`src/rtl/z16_multiport_register_file.sv`:
```
// Z16 GPR file: NUM_RD combinational read ports, write ports A/B (B wins), clear sequence after reset.
// Build option Z16_RF_BYPASS_EN: reads in RUN forward same-cycle writes (B, then A, then stored value).
//
// state    | meaning
// ST_CLEAR | zeroing mem[clr_ptr] one register per cycle; writes ignored, reads return 0
// ST_RUN   | clear done, o_ready=1, reads and writes active
module z16_multiport_register_file #(
  parameter int DATA_W   = 16,
  parameter int ADDR_W   = 4,
  parameter int NUM_RD   = 2,
  parameter int ZERO_REG = 1
) (
  input  logic                       i_clk,
  input  logic                       i_rst,
  output logic                       o_ready,
  input  logic [NUM_RD*ADDR_W-1:0]   i_rs_addr,
  output logic [NUM_RD*DATA_W-1:0]   o_rs_data,
  input  logic [ADDR_W-1:0]          i_wa_addr,
  input  logic                       i_wa_wen,
  input  logic [DATA_W-1:0]          i_wa_data,
  input  logic [ADDR_W-1:0]          i_wb_addr,
  input  logic                       i_wb_wen,
  input  logic [DATA_W-1:0]          i_wb_data,
  output logic                       o_wr_conflict
);

  localparam int DEPTH = 2**ADDR_W;

  typedef enum logic {ST_CLEAR, ST_RUN} state_t;

  state_t              state_q, state_d;
  logic [ADDR_W-1:0]   clr_ptr_q, clr_ptr_d;
  logic [DATA_W-1:0]   mem [DEPTH];
  logic                run;
  logic                wa_ok;
  logic                wb_ok;
  logic                conflict;

  assign run     = (state_q == ST_RUN);
  assign o_ready = run;

  // Qualified writes: only in RUN, and never to a hardwired r0.
  assign wa_ok    = run && i_wa_wen && !((ZERO_REG != 0) && (i_wa_addr == '0));
  assign wb_ok    = run && i_wb_wen && !((ZERO_REG != 0) && (i_wb_addr == '0));
  assign conflict = wa_ok && wb_ok && (i_wa_addr == i_wb_addr);

  always_ff @(posedge i_clk) begin
    if (i_rst) begin
      state_q       <= ST_CLEAR;
      clr_ptr_q     <= '0;
      o_wr_conflict <= 1'b0;
    end else begin
      state_q       <= state_d;
      clr_ptr_q     <= clr_ptr_d;
      o_wr_conflict <= conflict;
    end
  end

  always_comb begin
    state_d   = state_q;
    clr_ptr_d = clr_ptr_q;
    case (state_q)
      ST_CLEAR: begin
        clr_ptr_d = clr_ptr_q + 1'b1;
        if (clr_ptr_q == ADDR_W'(DEPTH - 1)) state_d = ST_RUN;
      end
      ST_RUN: ;
      default: state_d = ST_CLEAR;
    endcase
  end

  // Port B is written last so it overrides A on a same-address collision.
  always_ff @(posedge i_clk) begin
    if (!i_rst) begin
      if (!run) begin
        mem[clr_ptr_q] <= '0;
      end else begin
        if (wa_ok) mem[i_wa_addr] <= i_wa_data;
        if (wb_ok) mem[i_wb_addr] <= i_wb_data;
      end
    end
  end

  for (genvar k = 0; k < NUM_RD; k++) begin : g_rd
    logic [ADDR_W-1:0] addr;
    logic [DATA_W-1:0] val;

    assign addr = i_rs_addr[k*ADDR_W +: ADDR_W];

    always_comb begin
      val = mem[addr];
`ifdef Z16_RF_BYPASS_EN
      if (wa_ok && (i_wa_addr == addr)) val = i_wa_data;
      if (wb_ok && (i_wb_addr == addr)) val = i_wb_data;
`endif
      if (!run || ((ZERO_REG != 0) && (addr == '0))) val = '0;
    end

    assign o_rs_data[k*DATA_W +: DATA_W] = val;
  end

endmodule

```
`config.mk`:
```
export PLATFORM = sky130hd
export DESIGN_NAME = z16_multiport_register_file
export DESIGN_NICKNAME = d
export VERILOG_FILES = /design/src/rtl/z16_multiport_register_file.sv
export SDC_FILE = /design/constraint.sdc
export NUM_CORES = 1
export LEC_CHECK = 0
export ABC_AREA = 1
export CAP_MARGIN = 20
export CORE_MARGIN = 2
export CORE_UTILIZATION = 50
export CTS_BUF_LIST = sky130_fd_sc_hd__clkbuf_4 sky130_fd_sc_hd__clkbuf_8 sky130_fd_sc_hd__clkbuf_16
export CTS_CLUSTER_DIAMETER = 120
export DETAILED_ROUTE_END_ITERATION = 16
export PLACE_DENSITY = 0.7
export SYNTH_ARGS = -nofsm -noshare
export SYNTH_HDL_FRONTEND = slang
export SYNTH_SLANG_ARGS = --single-unit
```
`constraint.sdc`:
```
create_clock -name i_clk -period 2.5 [get_ports i_clk]
set_input_delay 0.5 -clock i_clk [delete_from_list [all_inputs] [get_ports i_clk]]
set_output_delay 0.5 -clock i_clk [all_outputs]
set_load 0.05 [all_outputs]
```
Word level (Yosys, flattened, before mapping)

Memories as Yosys holds them, arrays and structs flattened.
Index checks and enable logic that the tools add are counted.

Shift operators: 0
Multiplexer cells: 18
Divide/modulo/power cells: 0
Bitwise operators: 0
Add/sub/neg operators: 1
Multipliers: 0
Equality and inequality tests: 2
Magnitude comparators: 0
Reductions and logical operators: 16

Operators with widths:

| kind                  | number |
|---|---|
| $mux W16              | 3 |
| $logic_not A4 Y1      | 4 |
| $reduce_or A16 Y1     | 1 |
| $mux W1               | 14 |
| $logic_and A1 B1 Y1   | 6 |
| $add A4 B1 Y4 const B | 1 |
| $eq A4 B4 Y1          | 1 |
| $eq A4 B4 Y1 const B  | 1 |
| $mux W4               | 1 |
| $logic_not A1 Y1      | 3 |
| $logic_or A1 B1 Y1    | 2 |

Input bits: 52
Bits in writable memories: 256
Memories kept: 1
Bits in latches: 0
Flip-flop bits (word level): 6
ROM bits: 0
Logic and storage cells: 41
Output and inout port bits: 34

Memory list:

| name | depth | width | read ports | clocked after memory_dff | wr ports | line | source |
|---|---|---|---|---|---|---|---|
| mem  | 16    | 16    | 2          | 0                        | 2        | 33   | `logic [DATA_W-1:0] mem [DEPTH];` |

Depth between registers and ports, before layout

Gate-level depths: netlist of run 1.

Depth after elaboration: 9
Gate-level depth with buffers: 11
Mapped depth without buffers: 8

Worst setup path before layout of run 1

No wires, ideal clock.

Path type: reg2reg
Start: register state_q, in the netlist o_ready
End: memory mem[10][0] (enable)
Slack: -0.162 ns
Required time: 2.108 ns
Period minus slack after synthesis: 2.662 ns
Library setup time: 0.392 ns
Path buffers: 2
Data arrival time: 2.269 ns
Stages on the path, launching flop included: 9
Cell sequence: dfxtp_1 > buf_4 > nand2_1 > clkinv_2 > nand3_4 > buf_6 > nand2_2 > nand3_1 > o21bai_1

RTL lines:

| element                | line | source |
|---|---|---|
| from (decl)            | 31   | `state_t state_q, state_d;` |
| from (signal assigned) | 53   | `state_q <= state_d;` |
| to (decl)              | 33   |  |

Final worst setup path of run 1

Start: input i_rs_addr[0]
End: output o_rs_data[13]

Word-level cells in the longest chain between the ends: 3
Elaborated cells between the ends (all ways): 4
Those cells by class: mux: 1; reduce/logical: 2; memory: 1

Ends and longest elaborated chain:

| element                                                                 | line | source |
|---|---|---|
| from (decl)                                                             | 16   | `input logic [NUM_RD*ADDR_W-1:0] i_rs_addr,` |
| parallel branches: the longest is 2 deep, another holds $mem_v2 Z16 W16 | -    |  |
| $mux W16 (*)                                                            | 96   | `if (!run \|\| ((ZERO_REG != 0) && (addr == '0))) val = '0;` |
| to (decl)                                                               | 17   | `output logic [NUM_RD*DATA_W-1:0] o_rs_data,` |

Mark *: on every way between the ends.

==> results of run 1 <==
-- sequential cells by signal, indices dropped and copies added, names as in the netlist --
signal         flops
clr_ptr_q          4
o_wr_conflict      1
mem              256
o_ready            1
-- cell usage in the layout, fill, tap and decap left out, types with 3 or more instances in the layout --
cell / n
a21oi_1: 35
clkbuf_4: 9
nand3_1: 246
inv_2: 5
buf_4: 74
buf_8: 4
o21ai_0: 254
nand2_1: 827
o21bai_2: 8
a21oi_4: 14
clkinv_2: 7
nor3_1: 5
buf_12: 37
buf_2: 3
a21oi_2: 18
clkinv_1: 6
clkdlybuf4s50_1: 45
inv_1: 285
dfxtp_1: 6
buf_6: 32
edfxtp_1: 256
nor2_1: 67
nor2_4: 16
o21ai_1: 19
o211ai_1: 64
nand4_1: 9
nand3_2: 8
clkbuf_16: 29
nand2_2: 3
-- worst max-delay path by stage --
| stage | start | to | depth (start not counted) |
|---|---|---|---|
| finish | i_rs_addr[0] | o_rs_data[13] | 11 |
| global route | i_rs_addr[4] | o_rs_data[28] | 9 |
| CTS | i_rs_addr[2] | o_rs_data[1] | 10 |
| detailed placement | i_rs_addr[6] | o_rs_data[24] | 9 |
| global placement | i_rs_addr[6] | o_rs_data[24] | 9 |
| floorplan | o_ready$_SDFF_PP0_ | mem[10][0]$_DFFE_PP_ | 8 |
-- cells by family after synthesis --
| family | Yosys count | share of synthesized area [%] |
|---|---|---|
| buffers and inverters | 475 | 11.3 |
| AND/OR/NAND/NOR | 1186 | 29.1 |
| XOR/XNOR | 2 | 0.104 |
| adder cells (fa/ha/maj) | 1 | 0.0739 |
| AO/OA/AOI/OAI | 413 | 13.3 |
| flip-flops | 262 | 46.1 |
-- worst min-delay path: cells and delay by family (launching register included) --
family / cells / cell delay [ns]
flip-flops: 1 / 0.31
buffers and inverters: 1 / 0.08
AO/OA/AOI/OAI: 1 / 0.06
-- repair_timing --
item	in CTS	in global routing
pin swaps	10	3
gates cloned	1	0
setup endpoints to repair	32	28
setup buffers	1	0
resized for setup	66	12
-- through the flow --
stage | util [%] | std cells | hold WS (ns) | total power [uW]
CTS | 60.1 | 2857 | 0.509 | 10200
detailed placement | 56.5 | 2803 | 0.502 | 6140
finish | 60.2 | 2857 | 0.507 | 10200
global route | 60.2 | 2857 | 0.550 | 10500
global placement | 56.5 | 2803 | 0.496 | 6120
floorplan | - | 2339 | 0.461 | 5620
-- layer usage --
| layer | part of all wire [%] | routed length [um] | vias up | track usage [%] |
|---|---|---|---|---|
| met1 | 37 | 21800 | 7663 | 41.6 |
| met2 | 46 | 27000 | 1004 | 54.0 |
| met5 | 0 | 0 | - | 0 |
| met4 | 5.4 | 3130 | 0 | 17.5 |
| li1 | - | - | 7705 | - |
| met3 | 11 | 6200 | 197 | 5.33 |
-- power by group --
group / internal (uW) / leakage (uW) / switching, uW / total, uW
clock: 2320 / 0.000450 / 1750 / 4080
combinational: 432 / 0.00540 / 862 / 1290
sequential: 4800 / 0.00279 / 13.2 / 4820
-- area by class of cell --
cell class                 count  area, um^2  share of cell area, %
multi-input combinational   1602        7530                   37.4
sequential                   262        7810                   38.8
inverter                     293        1110                   5.49
clock buffer                  38         793                   3.94
clock inverter                14        91.3                  0.453
tap                          448         561                   2.78
timing repair buffer         200        2250                   11.2
==> results.md, run 1 <==
- Clock Tree Buf Depth: 3
- Initial antenna violation count: 0
- Share of cells above drive strength 1: a little under an eighth
- First-pass GRT wire length: approximately 89 mm
- Clk Latency, worst-skew pair: about 0.57 ns
- TritonCTS clock tree: built
- Initial Utilization: between 50% and 60%
- Sequential-to-total area share from yosys stat: a little under half
- Area growth syn-to-layout: 19.0%
- Hold Path Stages: 2
- Boundary pin count: 86
- Setup WS pre-CTS: -0.177 ns
- Most numerous cell in the Yosys netlist: nand2_1
- Min-Delay Path Class: reg -> reg
- Finished Cell Area: roughly 20000 um^2
- Max incr delay on CP: 0.22 ns
- Async S/R FF share, synth: 0%
- Via density per instance: about 5.8
- Buf/Inv on CP: 5
- Yosys cell types: 31
- Standard-cell rows: between 60 and 70
- Vias in the first global route: around 16000
- Worst path cell trace: buf_6 -> inv_2 -> buf_4 -> nand2_1 -> nand3_1 -> nand2_1 -> nand2_1 -> nand2_1 -> inv_1 -> a21oi_2 -> buf_4
- Post-route setup slack: around 0.036 ns
- Critical path arrival: about 2.0 ns
- Crit path max fanout: 20
- Hold Startpoint: clr_ptr_q[3]$_SDFFE_PP0N_
- Nets: ~2400
- TritonCTS buffer count: 29
- DIE AREA: approximately 35000 um^2
- Status: completed
- Leakage power: around 0.0086 uW
- Pin count of the biggest net entering global routing: 76
- Worst-Margin Slew: 0.658 ns
- Slowest-stage cell, CP: buf_4
- Period utilization: between 90% and 100%
- DRC errors left: 0
- Synth Flop Type: edfxtp_1
- Placer's final routability congestion estimate: around 0.92
- Drt pass-1 iters: 6
- Dpl hpwl: slightly below 40 mm
- Die Width: around 190 um
- GRT Util Overall: ~33%
- Die Height: 188 um
- Relative slew slack: between 50% and 60%
- TNS Setup: 0 ns
- Core area: ~33000 um^2
- Max VDD drop: ~470 uV
- Worst Setup Path Type: in -> out
- First-iteration detailed-routing DRC count: between 1500 and 2000
- CP Launch Type: input pin
- Clock root cell: clkbuf_16
- DRT Wirelength: approximately 58 mm
- Synth cell count leaders: 829 x nand2_1, 285 x inv_1, 256 x edfxtp_1, 254 x o21ai_0, 253 x nand3_1
- Mapped Cells: ~2300
- TritonCTS Sinks: 262
- DRT antenna net count: 0
- Ys Warns: 0
- CTS clock-pin slew for the worst setup and hold paths: about 0.060 ns
- Clk_skew: 0.0209 ns
- Final setup viols: 0
- RSZ-0062 raised after global routing: false
- R2r startpoint: o_ready$_SDFF_PP0_
- H-tree depth: 1
- Worst r2r path cells: 8
- Via count: ~17000
- PortBufs: 85
- CP required: 2.00 ns
- DP Area: 18900 um^2
- Hold buffer count at CTS: 0
- Synth top area share: a little under half
- Fillers: 2935
- Final slew viol count: 0
- Total of max-cap violations: 0
- Largest delay contributor family on the critical path: buffers and inverters
- Mapped Area: around 17000 um^2
- Antenna cells: 0
- Synth top area cells: edfxtp_1 45%, nand2_1 18%, o21ai_0 7.5%
- Flop-to-flop setup slack: roughly 0.41 ns
- Final hold violations: 0
- WHS Endpoint: clr_ptr_q[3]$_SDFFE_PP0N_
- Gr ovfl total: 0
- Pwr dens: just over 500 nW/um^2
- Routed wire per std cell: just over 20 um
- Most used cell, CP: nand2_1
- Synth Register Bits: approximately 260
- RR Endpoint: mem[4][11]$_DFFE_PP_
- Cell taking the most area after synthesis: edfxtp_1
- Critical Path Sink Type: primary output
- Number of synthesized flops with an enable pin: between 200 and 300
- Fin crit period: 2.46 ns
- Post-synthesis average cell area: 7.24 um^2
- Max Freq: 406 MHz
- Syn Nets: 2392
Note: power is estimated with default switching activity, not from simulation.
==> inputs of run 2 (changes only) <==
--- a/config.mk
+++ b/config.mk
@@ -12,7 +12,7 @@
 export CTS_BUF_LIST = sky130_fd_sc_hd__clkbuf_4 sky130_fd_sc_hd__clkbuf_8 sky130_fd_sc_hd__clkbuf_16
 export CTS_CLUSTER_DIAMETER = 120
 export DETAILED_ROUTE_END_ITERATION = 16
-export PLACE_DENSITY = 0.7
+export PLACE_DENSITY_LB_ADDON = 0.05
 export SYNTH_ARGS = -nofsm -noshare
 export SYNTH_HDL_FRONTEND = slang
 export SYNTH_SLANG_ARGS = --single-unit
==> results.md, run 2 (synthesis results as in run 1) <==
- Die Width: about 190 um
- Switching Share: 25.1%
- Internal: roughly 8000 uW
- Hold_ws: 0.514 ns
- Total of max-cap violations: 0
- Area of the multi-input gates: 7450 um^2
- Worst Setup Path Type: in -> out
- Combinational fraction of design power: roughly an eighth
- Max Freq: slightly above 400 MHz
- Clk Latency, worst-skew pair: 0.57 ns
- DIE AREA: around 35000 um^2
- CTS clock-pin slew for the worst setup and hold paths: ~0.060 ns
- TritonCTS Sinks: approximately 260
- Relative slew slack: 56.6%
- Critical Path Sink Type: primary output
- TritonCTS buffer count: 30
- Clock root cell: clkbuf_16
- Hold buffer count at CTS: 0
- Final setup viols: 0
- GRT Util Overall: between 30% and 40%
- Share of cells above drive strength 1: a little under an eighth
- R2r startpoint: o_ready$_SDFF_PP0_
- Min-Delay Path Class: reg -> reg
- Dpl hpwl: between 30 and 40 mm
- CP Launch Type: input pin
- Most common cell after layout, fill and taps aside: nand2_1
- Largest delay contributor family on the critical path: buffers and inverters
- Antenna cells: 0
- Worst r2r path cells: 9
- Initial Utilization: around half
- Buf/Inv on CP: 5
- Slowest-stage cell, CP: buf_4
- Commonest cells after routing, fill and taps aside: 824 x nand2_1, 284 x inv_1, 256 x edfxtp_1
- Clock Tree Buf Depth: 3
- Crit path max fanout: 14
- Pwr dens: approximately 530 nW/um^2
- Boundary pin count: 86
- Final core occ: about three fifths
- Area growth syn-to-layout: 19.9%
- Critical path depth: 11
- DRC errors left: 0
- Leakage power: 0.00875 uW
- Sequential power share: 45.2%
- Max incr delay on CP: 0.25 ns
- Status: completed
- Tot Pwr: about 11000 uW
- RSZ-0062 raised after global routing: false
- Largest Register: mem
- Critical path arrival: between 1.5 and 2 ns
- DRT antenna net count: 0
- Placer's final routability congestion estimate: approximately 0.95
- DRT Wirelength: a little under 60 mm
- RR Endpoint: mem[7][13]$_DFFE_PP_
- Pin count of the biggest net entering global routing: 48
- Gr ovfl total: 0
- Period utilization: 97.3%
- Worst path cell trace: buf_8 -> inv_2 -> buf_4 -> nand2_1 -> nand3_1 -> nand2_1 -> nand2_1 -> nand2_1 -> inv_1 -> a21oi_2 -> buf_4
- Fillers: approximately 3000
- Vias in the first global route: approximately 16000
- Max VDD drop: 543 uV
- PortBufs: 85
- Clk_skew: between 0.006 and 0.007 ns
- H-tree depth: 1
- Clk pwr share: a little over two fifths
- Crit path to: o_rs_data[30]
- Routed wire per std cell: a little over 20 um
- TritonCTS clock tree: built
- Initial antenna violation count: 0
- Standard-cell rows: between 60 and 70
- Flop-to-flop setup slack: between 0.3 and 0.4 ns
- Worst-Margin Slew: 0.650 ns
- Final slew viol count: 0
- Switching pwr: 2680 uW
- Most used cell, CP: nand2_1
- Critical path origin: i_rs_addr[4]
- First-iteration detailed-routing DRC count: roughly 1800
- Top Registers: mem x256, clr_ptr_q x4
- Fin crit period: between 2 and 2.5 ns
- Core area: ~33000 um^2
- Via density per instance: approximately 5.6
- Max FFs per register: ~260
- First-pass GRT wire length: 91.1 mm
- Final hold violations: 0
- Register Area: 7810 um^2
- Nets: about 2500
- CP required: approximately 2 ns
- Via count: 16200
- Drt pass-1 iters: 7
- Die Height: about 190 um
run 2: cell types whose count changed in the layout (fill, tap and decap cells not counted), moves of 7 or more:
cell and change:
a21oi_4 -10, buf_4 +21, a21oi_2 +10, buf_12 +8
buf_6 -17, nand3_2 -7
run 2: power by group through the flow:
stage / clock [uW] / combinational [uW] / sequential, uW
after detailed placement: 0 / 1250 / 4910
after CTS: 4580 / 1260 / 4820
final: 4550 / 1300 / 4820
after floorplan: 0 / 708 / 4910
after global placement: 0 / 1240 / 4910
after global routing: 4740 / 1400 / 4820
run 2: metal layers:
| metal | global-route usage (%) | routed length, um | up-vias |
|---|---|---|---|
| met5 | 0 | 0 | - |
| met4 | 17.5 | 3090 | 0 |
| met1 | 43.5 | 23100 | 7445 |
| met2 | 55.2 | 27400 | 862 |
| li1 | - | - | 7739 |
| met3 | 5.09 | 5570 | 171 |
run 2: layout make-up:
cell class              instances  share of cell area (%)
clock buffers                  47                    4.57
clock inverters                 9                   0.456
inverters                     293                    5.44
multi-input cells            1602                    36.7
flip-flops and latches        262                    38.5
well taps                     448                    2.76
repair buffers                210                    11.6
run 2: metrics by stage:
| stage | setup TNS [ns] | std cells | setup WS (ns) | cell area (um^2) |
|---|---|---|---|---|
| global route | 0 | 2871 | 0.00952 | 20300 |
| floorplan | -20.70 | 2339 | -0.162 | 17000 |
| finish | 0 | 2871 | 0.0668 | 20300 |
| global placement | -11.35 | 2812 | -0.283 | 19000 |
| CTS | -0.0171 | 2869 | -0.0171 | 20100 |
| detailed placement | -17.01 | 2812 | -0.321 | 19000 |
run 2: worst min-delay path by stage:
stage	cells past startpoint	start	to
finish	2	clr_ptr_q[3]$_SDFFE_PP0N_	clr_ptr_q[3]$_SDFFE_PP0N_
global route	2	clr_ptr_q[3]$_SDFFE_PP0N_	clr_ptr_q[3]$_SDFFE_PP0N_
floorplan	2	clr_ptr_q[3]$_SDFFE_PP0N_	clr_ptr_q[3]$_SDFFE_PP0N_
CTS	2	clr_ptr_q[3]$_SDFFE_PP0N_	clr_ptr_q[3]$_SDFFE_PP0N_
detailed placement	2	clr_ptr_q[3]$_SDFFE_PP0N_	clr_ptr_q[3]$_SDFFE_PP0N_
global placement	2	clr_ptr_q[3]$_SDFFE_PP0N_	clr_ptr_q[3]$_SDFFE_PP0N_
run 2: repair_timing:
action                                  CTS  global route
gates cloned                              0             2
gates resized for setup                  23            29
setup buffers                             1             1
pin swaps                                 4             8
endpoints found under the setup margin   33            21
run 2: worst min-delay path: stages, from the launching register on:
cell	delay (ns)
dfxtp_1	0.31
inv_1	0.09
a21oi_1	0.07
